==> config.mk <==
export PLATFORM = sky130hd
export DESIGN_NAME = sample_scheduler_flat
export DESIGN_NICKNAME = d
export VERILOG_FILES = /design/src/rtl/sample_scheduler_if.sv /design/src/rtl/sample_scheduler.sv /design/src/flat_wrapper.sv
export SDC_FILE = /design/constraint.sdc
export NUM_CORES = 1
export LEC_CHECK = 0
export BUFFER_PORTS_ARGS = -buffer_cell sky130_fd_sc_hd__buf_2
export CORE_ASPECT_RATIO = 1.5
export CORE_MARGIN = 3
export CORE_UTILIZATION = 43
export CTS_CLUSTER_SIZE = 24
export DETAILED_ROUTE_END_ITERATION = 8
export MAX_ROUTING_LAYER = met4
export PLACE_DENSITY_LB_ADDON = 0.05
export REMOVE_ABC_BUFFERS = 1
export SYNTH_ARGS = -nofsm -noshare
export SYNTH_HDL_FRONTEND = slang
export SYNTH_SLANG_ARGS = --single-unit
export TNS_END_PERCENT = 5
==> constraint.sdc <==
create_clock -name clk -period 2.25 [get_ports clk]
set_input_delay 0.3375 -clock clk [delete_from_list [all_inputs] [get_ports clk]]
set_output_delay 0.3375 -clock clk [all_outputs]
set_load 0.01 [all_outputs]
==> src/rtl/sample_scheduler_if.sv <==
// ============================================================================
// Module      : sample_scheduler_if
// Description : Buffer/transmitter/host signal bundle for sample_scheduler.
// Revision    : 1.0 - initial release
// ============================================================================
`default_nettype none

interface sample_scheduler_if #(
    parameter int WIDTH = 24
);
    logic             enable;
    logic             word_valid;
    logic [WIDTH-1:0] buf_data;
    logic             tx_req;
    logic             clr_status;
    logic             pop;
    logic [WIDTH-1:0] sample_out;
    logic             sample_valid;
    logic             channel;
    logic [6:0]       level;
    logic             rpi_interrupt;
    logic             underrun;
    logic             overflow;
    logic             late;

    // Master is the environment (buffer, transmitter, host); slave is the scheduler.
    modport master (
        output enable, word_valid, buf_data, tx_req, clr_status,
        input  pop, sample_out, sample_valid, channel, level,
        input  rpi_interrupt, underrun, overflow, late
    );

    modport slave (
        input  enable, word_valid, buf_data, tx_req, clr_status,
        output pop, sample_out, sample_valid, channel, level,
        output rpi_interrupt, underrun, overflow, late
    );
endinterface

`default_nettype wire

==> src/rtl/sample_scheduler.sv <==
// ============================================================================
// Module      : sample_scheduler
// Description : Paces buffered audio words out to a stereo transmitter.
// Revision    : 1.0 - initial release
// ============================================================================
`default_nettype none

module sample_scheduler #(
    parameter int WIDTH   = 24,
    parameter int DEPTH   = 64,
    parameter int LOW_WM  = 16,
    parameter int HIGH_WM = 48
) (
    input  wire logic        clk,
    input  wire logic        reset,
    sample_scheduler_if.slave bus
);

    localparam logic [6:0] DEPTH_LVL = 7'(DEPTH);
    localparam logic [6:0] LOW_LVL   = 7'(LOW_WM);
    localparam logic [6:0] HIGH_LVL  = 7'(HIGH_WM);

    typedef enum logic [1:0] {
        IDLE     = 2'd0,
        WAIT_REQ = 2'd1,
        POP      = 2'd2,
        LATCH    = 2'd3
    } state_t;

    state_t     state;
    state_t     state_next;
    logic       pop_set;
    logic       latch_set;
    logic       under_set;
    logic       late_set;
    logic       overflow_set;
    logic [6:0] level_next;
    logic       rpi_next;

    always_ff @(posedge clk or posedge reset) begin
        if (reset) begin
            state <= IDLE;
        end else begin
            state <= state_next;
        end
    end

    // Disabling in WAIT_REQ takes priority over a same-cycle request.
    always_comb begin
        state_next = state;
        pop_set    = 1'b0;
        latch_set  = 1'b0;
        under_set  = 1'b0;
        late_set   = 1'b0;
        case (state)
            IDLE: begin
                if (bus.enable) begin
                    state_next = WAIT_REQ;
                end
            end
            WAIT_REQ: begin
                if (!bus.enable) begin
                    state_next = IDLE;
                end else if (bus.tx_req) begin
                    if (bus.level != 7'd0) begin
                        state_next = POP;
                    end else begin
                        under_set = 1'b1;
                    end
                end
            end
            POP: begin
                pop_set    = 1'b1;
                late_set   = bus.tx_req;
                state_next = LATCH;
            end
            LATCH: begin
                latch_set  = 1'b1;
                late_set   = bus.tx_req;
                state_next = bus.enable ? WAIT_REQ : IDLE;
            end
            default: begin
                state_next = IDLE;
            end
        endcase
    end

    // Interrupt hysteresis follows the post-update level so it moves with level.
    always_comb begin
        level_next   = bus.level;
        overflow_set = 1'b0;
        if (bus.word_valid && !bus.pop) begin
            if (bus.level == DEPTH_LVL) begin
                overflow_set = 1'b1;
            end else begin
                level_next = bus.level + 7'd1;
            end
        end else if (bus.pop && !bus.word_valid && (bus.level != 7'd0)) begin
            level_next = bus.level - 7'd1;
        end

        rpi_next = bus.rpi_interrupt;
        if (level_next <= LOW_LVL) begin
            rpi_next = 1'b1;
        end else if (level_next >= HIGH_LVL) begin
            rpi_next = 1'b0;
        end
    end

    always_ff @(posedge clk or posedge reset) begin
        if (reset) begin
            bus.pop           <= 1'b0;
            bus.sample_out    <= '0;
            bus.sample_valid  <= 1'b0;
            bus.channel       <= 1'b0;
            bus.level         <= 7'd0;
            bus.rpi_interrupt <= 1'b1;
            bus.underrun      <= 1'b0;
            bus.overflow      <= 1'b0;
            bus.late          <= 1'b0;
        end else begin
            bus.pop          <= pop_set;
            bus.sample_valid <= latch_set | under_set;
            if (latch_set) begin
                bus.sample_out <= bus.buf_data;
            end else if (under_set) begin
                bus.sample_out <= '0;
            end
            if (bus.sample_valid) begin
                bus.channel <= ~bus.channel;
            end
            bus.level         <= level_next;
            bus.rpi_interrupt <= rpi_next;
            bus.underrun      <= under_set    | (bus.underrun & ~bus.clr_status);
            bus.overflow      <= overflow_set | (bus.overflow & ~bus.clr_status);
            bus.late          <= late_set     | (bus.late     & ~bus.clr_status);
        end
    end

endmodule

`default_nettype wire

==> src/flat_wrapper.sv <==
// flat-port wrapper written by rule: the top's interface ports become plain ports
module sample_scheduler_flat 
#(
    parameter int WIDTH   = 24,
    parameter int DEPTH   = 64,
    parameter int LOW_WM  = 16,
    parameter int HIGH_WM = 48
)
  (clk, reset, bus_enable, bus_word_valid, bus_buf_data, bus_tx_req, bus_clr_status, bus_pop, bus_sample_out, bus_sample_valid, bus_channel, bus_level, bus_rpi_interrupt, bus_underrun, bus_overflow, bus_late);
  sample_scheduler_if #(.WIDTH(WIDTH)) bus_i ();
  input  wire logic clk;
  input  wire logic reset;
  input wire logic [$bits(bus_i.enable)-1:0] bus_enable;
  input wire logic [$bits(bus_i.word_valid)-1:0] bus_word_valid;
  input wire logic [$bits(bus_i.buf_data)-1:0] bus_buf_data;
  input wire logic [$bits(bus_i.tx_req)-1:0] bus_tx_req;
  input wire logic [$bits(bus_i.clr_status)-1:0] bus_clr_status;
  output wire logic [$bits(bus_i.pop)-1:0] bus_pop;
  output wire logic [$bits(bus_i.sample_out)-1:0] bus_sample_out;
  output wire logic [$bits(bus_i.sample_valid)-1:0] bus_sample_valid;
  output wire logic [$bits(bus_i.channel)-1:0] bus_channel;
  output wire logic [$bits(bus_i.level)-1:0] bus_level;
  output wire logic [$bits(bus_i.rpi_interrupt)-1:0] bus_rpi_interrupt;
  output wire logic [$bits(bus_i.underrun)-1:0] bus_underrun;
  output wire logic [$bits(bus_i.overflow)-1:0] bus_overflow;
  output wire logic [$bits(bus_i.late)-1:0] bus_late;
  assign bus_i.enable = bus_enable;
  assign bus_i.word_valid = bus_word_valid;
  assign bus_i.buf_data = bus_buf_data;
  assign bus_i.tx_req = bus_tx_req;
  assign bus_i.clr_status = bus_clr_status;
  assign bus_pop = bus_i.pop;
  assign bus_sample_out = bus_i.sample_out;
  assign bus_sample_valid = bus_i.sample_valid;
  assign bus_channel = bus_i.channel;
  assign bus_level = bus_i.level;
  assign bus_rpi_interrupt = bus_i.rpi_interrupt;
  assign bus_underrun = bus_i.underrun;
  assign bus_overflow = bus_i.overflow;
  assign bus_late = bus_i.late;
  sample_scheduler #(.WIDTH(WIDTH), .DEPTH(DEPTH), .LOW_WM(LOW_WM), .HIGH_WM(HIGH_WM)) u_core (.clk(clk), .reset(reset), .bus(bus_i));
endmodule
==> summary.md <==
| Metric | Value |
|---|---|
| Min cycle time layout | 2360 ps |
| Sequence of cells on the critical path | inv_2 -> ha_4 -> or4b_4 -> buf_4 -> a21boi_0 -> o21ai_0 -> or4_4 -> a211oi_2 |
| Root buf cell | clkbuf_8 |
| Drt first pass iters | 4 |
| Post-Layout Cell Count | 292 |
| Nets | 279 |
| Starting Density | 44.8% |
| Sequential share of power | 35.8% |
| Synth cell types | 45 |
| NetSw | 1.17 mW |
| Syn. warnings | 0 |
| Placed cell areas | 2310 µm² |
| Finished Cell Area | 2470 µm² |
| DP Cell Count | 281 |
| Routed length per instance | 15.4 µm |
| Reg2Reg Setup Slack | -110 ps |
| Die area | 4990 µm² |
| Detailed Route WL | 4490 µm |
| Crit-path max cell delay | 550 ps |
| CTS buffer count | 5 |
| Initial antenna violation count | 0 |
| Most frequent cells in the layout | 67 x buf_2, 39 x dfrtp_1, 24 x a22o_1, 24 x buf_4, 9 x inv_1 |
| Final Hold Fails | 0 |
| Post-synthesis cell count | 156 |
| # fillers | 361 |
| Final Max Tran Viols | 0 |
| # IOs | 68 |
| R2r worst-path depth | 8 |
| Die outline width | 58.7 µm |
| Clk pwr share | 17.2% |
| Dominant synthesized flop cell | dfrtp_1 |
| Max Freq | 423 MHz |
| GRT Overall Usage | 19.9% |
| Longest Clk Path Bufs | 2 |
| CP Launch Type | flop |
| Grt peak-use layer | met2 |
| Crit Path Max Fanout | 4 |
| Gr ovfl total | 0 |
| Crit end category | flop |
| Leak | 1.25 nW |
| Global-route wire length before repair | 7440 µm |
| Rows | 28 |
| Yosys reg bits | 40 |
| Critical Setup Path Class | flop to flop |
| Post-synth top area cell | dfrtp_1 |
| Clk_lat worst skew | 280 ps |
| Worst r2r dst | u_core.bus.rpi_interrupt$_DFFE_PP1P_ |
| FF/Latch Area | 1000 µm² |
| Yosys top cell area share | 54.5% |
| Commonest non-fill, non-tap cell in the layout | buf_2 |
| Mapped Area | 1790 µm² |
| Clk sinks | 40 |
| Comb power frac | 47.0% |
| Worst slew pin tran | 815 ps |
| Post-route ant nets | 0 |
| Number of synthesized flops with an enable pin | 0 |
| Reg-to-reg critical path startpoint | u_core.bus.level[1]$_DFF_PP0_ |
| Pwr dens | 1320 nW/µm² |
| TritonCTS clock tree | done |
| CORE AREA | 3990 µm² |
| Largest net degree at the start of global routing | 41 |
| Final setup margin | -115 ps |
| Multi-input gate area | 726 µm² |
| Die extent in y | 85.0 µm |
| Number of diodes | 0 |
| Int Pwr | 2.10 mW |
| Top post-synthesis cells by area | dfrtp_1 55%, a22o_1 12%, inv_1 2.3% |
| Clock skew | 4.72 ps |
| Via density | 5.49 |
| Met3 usage | 3.50% |
| Max-cap violations | 0 |
| RSZ-0062 raised after global routing | true |
| Vias | 1,604 |
| Remaining DRCs | 0 |
| Required @ worst endpoint | 2450 ps |
| Setup violations, final | 1 |
| Fin crit share | 105% |
| Area Growth Syn to Fin | 37.9% |
| Total Neg Setup Slack | -115 ps |
| Met1 Usage GRT | 24.0% |
| VDD IR-drop max | 0.733 mV |
| Vias in the first global route | 1,584 |
| Mean area per synthesized cell | 11.5 µm² |
| Grt met2 use | 32.8% |
| Share of layout cells above drive strength 1 | 45.7% |
| Rel. slew slack | 45.7% |
| H-tree levels | 2 |
| Async set-reset flop share out of synthesis | 100% |
| Status | finished, violations left |
| Sequential-to-total area share from yosys stat | 56.0% |
| Crit-path slowest cell | or4_4 |
| Worst Hold Class | primary input to asynchronous set/reset pin |
| Post-DP HPWL | 3300 µm |
| Clock slew at reported path FFs | 70 ps |
| Worst endpoint data arrival time | 2570 ps |
| Initial drt markers | 89 |
| Input/output buffers | 67 |
| Total Power | 3.27 mW |
| Violated checks | setup timing |
| Sw frac | 35.8% |
| RePlAce Congestion | 0.932 |
==> registers in the layout, indices dropped and copies added, names as in the netlist, named ones only <==
| register | count |
|---|---|
| u_core.bus.sample_out | 24 |
| u_core.bus.level | 7 |
| u_core.bus.channel | 1 |
| u_core.bus.late | 1 |
| u_core.bus.overflow | 1 |
| u_core.bus.pop | 1 |
| u_core.bus.rpi_interrupt | 1 |
| u_core.bus.sample_valid | 1 |
| u_core.bus.underrun | 1 |
| u_core.state | 1 |
==> how the worst max path moves through the flow <==
stage,end,startpoint,cells after the start,slack [ps]
5_1_grt,u_core.bus.rpi_interrupt$_DFFE_PP1P_,u_core.bus.level[1]$_DFF_PP0_,8,-240
2_1_floorplan,u_core.bus.rpi_interrupt$_DFFE_PP1P_,u_core.bus.level[1]$_DFF_PP0_,8,-300
6_report,u_core.bus.rpi_interrupt$_DFFE_PP1P_,u_core.bus.level[1]$_DFF_PP0_,8,-110
3_3_place_gp,u_core.bus.rpi_interrupt$_DFFE_PP1P_,u_core.bus.level[0]$_DFF_PP0_,8,-140
3_5_place_dp,u_core.bus.rpi_interrupt$_DFFE_PP1P_,u_core.bus.level[0]$_DFF_PP0_,8,-220
4_1_cts,u_core.bus.rpi_interrupt$_DFFE_PP1P_,u_core.bus.level[1]$_DFF_PP0_,8,-160
==> stage by stage <==
step	worst slack, ps	utilization, %	hold WS (ps)
after detailed placement	-223	57.8	452
after CTS	-155	61.3	174
after global placement	-140	57.8	445
after global routing	-239	61.8	210
final	-115	61.8	162
after floorplan	-296	-	436
==> Yosys cell counts (2+ instances only) <==
master and instances:
dfrtp_1 39, a22o_1 24, inv_1 11, nor2_1 8, a21oi_1 6, o21ai_0 6, clkbuf_1 5, nand4_1 5
nand2_1 4, ha_1 3, nor2b_1 3, o22ai_1 3, a311oi_1 2, a31oi_1 2, buf_4 2, nand2b_1 2
nand3_1 2, o21ai_1 2
==> layer usage <==
layer / routed length (µm) / up-vias
li1: - / 763
met1: 1810 / 772
met2: 2280 / 58
met3: 295 / 11
met4: 104 / 0
met5: 0 / -
==> critical path, delay by kind of cell, from the launching register on <==
kind                       cells  cell delay, ps
and+or+nand+nor                2            1020
AOI/OAI and AO/OA              3             470
DFF                            1             390
buffers and inverters          2             270
adders and majority gates      1             140
==> area by class of cell <==
| type | instances | share of cell area (%) |
|---|---|---|
| repair buffers | 92 | 21.7 |
| multi-input cells | 96 | 29.4 |
| inverters | 11 | 1.67 |
| flip-flops and latches | 40 | 40.6 |
| clock buffers | 6 | 2.94 |
| clock inverters | 2 | 1.42 |
| well taps | 45 | 2.28 |
==> power by group through the flow <==
stage                     Sequential, mW  Combinational [mW]  Clock (mW)
after floorplan                     1.36               0.556           0
after global placement              1.17                1.41           0
after detailed placement            1.18                1.44           0
after CTS                           1.17                1.51       0.582
after global routing                1.21                1.70       0.609
final                               1.17                1.54       0.561
==> timing repair <==
action,in CTS,in global routing
gates cloned,0,0
buffers inserted,2,1
endpoints found under the setup margin,25,20
gates resized for setup,5,2
pin swaps,5,4
hold buffers,0,0
==> logic make-up (layout without fill, tap and decap cells) <==
group / after synthesis / after routing / synth area share [%]
buffers and inverters: 20 / 111 / 5.38
AOI/OAI and AO/OA: 54 / 54 / 23.2
xor gates and xnor gates: 2 / 2 / 0.979
DFF: 40 / 40 / 56.0
adders and majority gates: 3 / 3 / 2.10
and+or+nand+nor: 37 / 37 / 12.4
(Power assumes the default switching activity.)
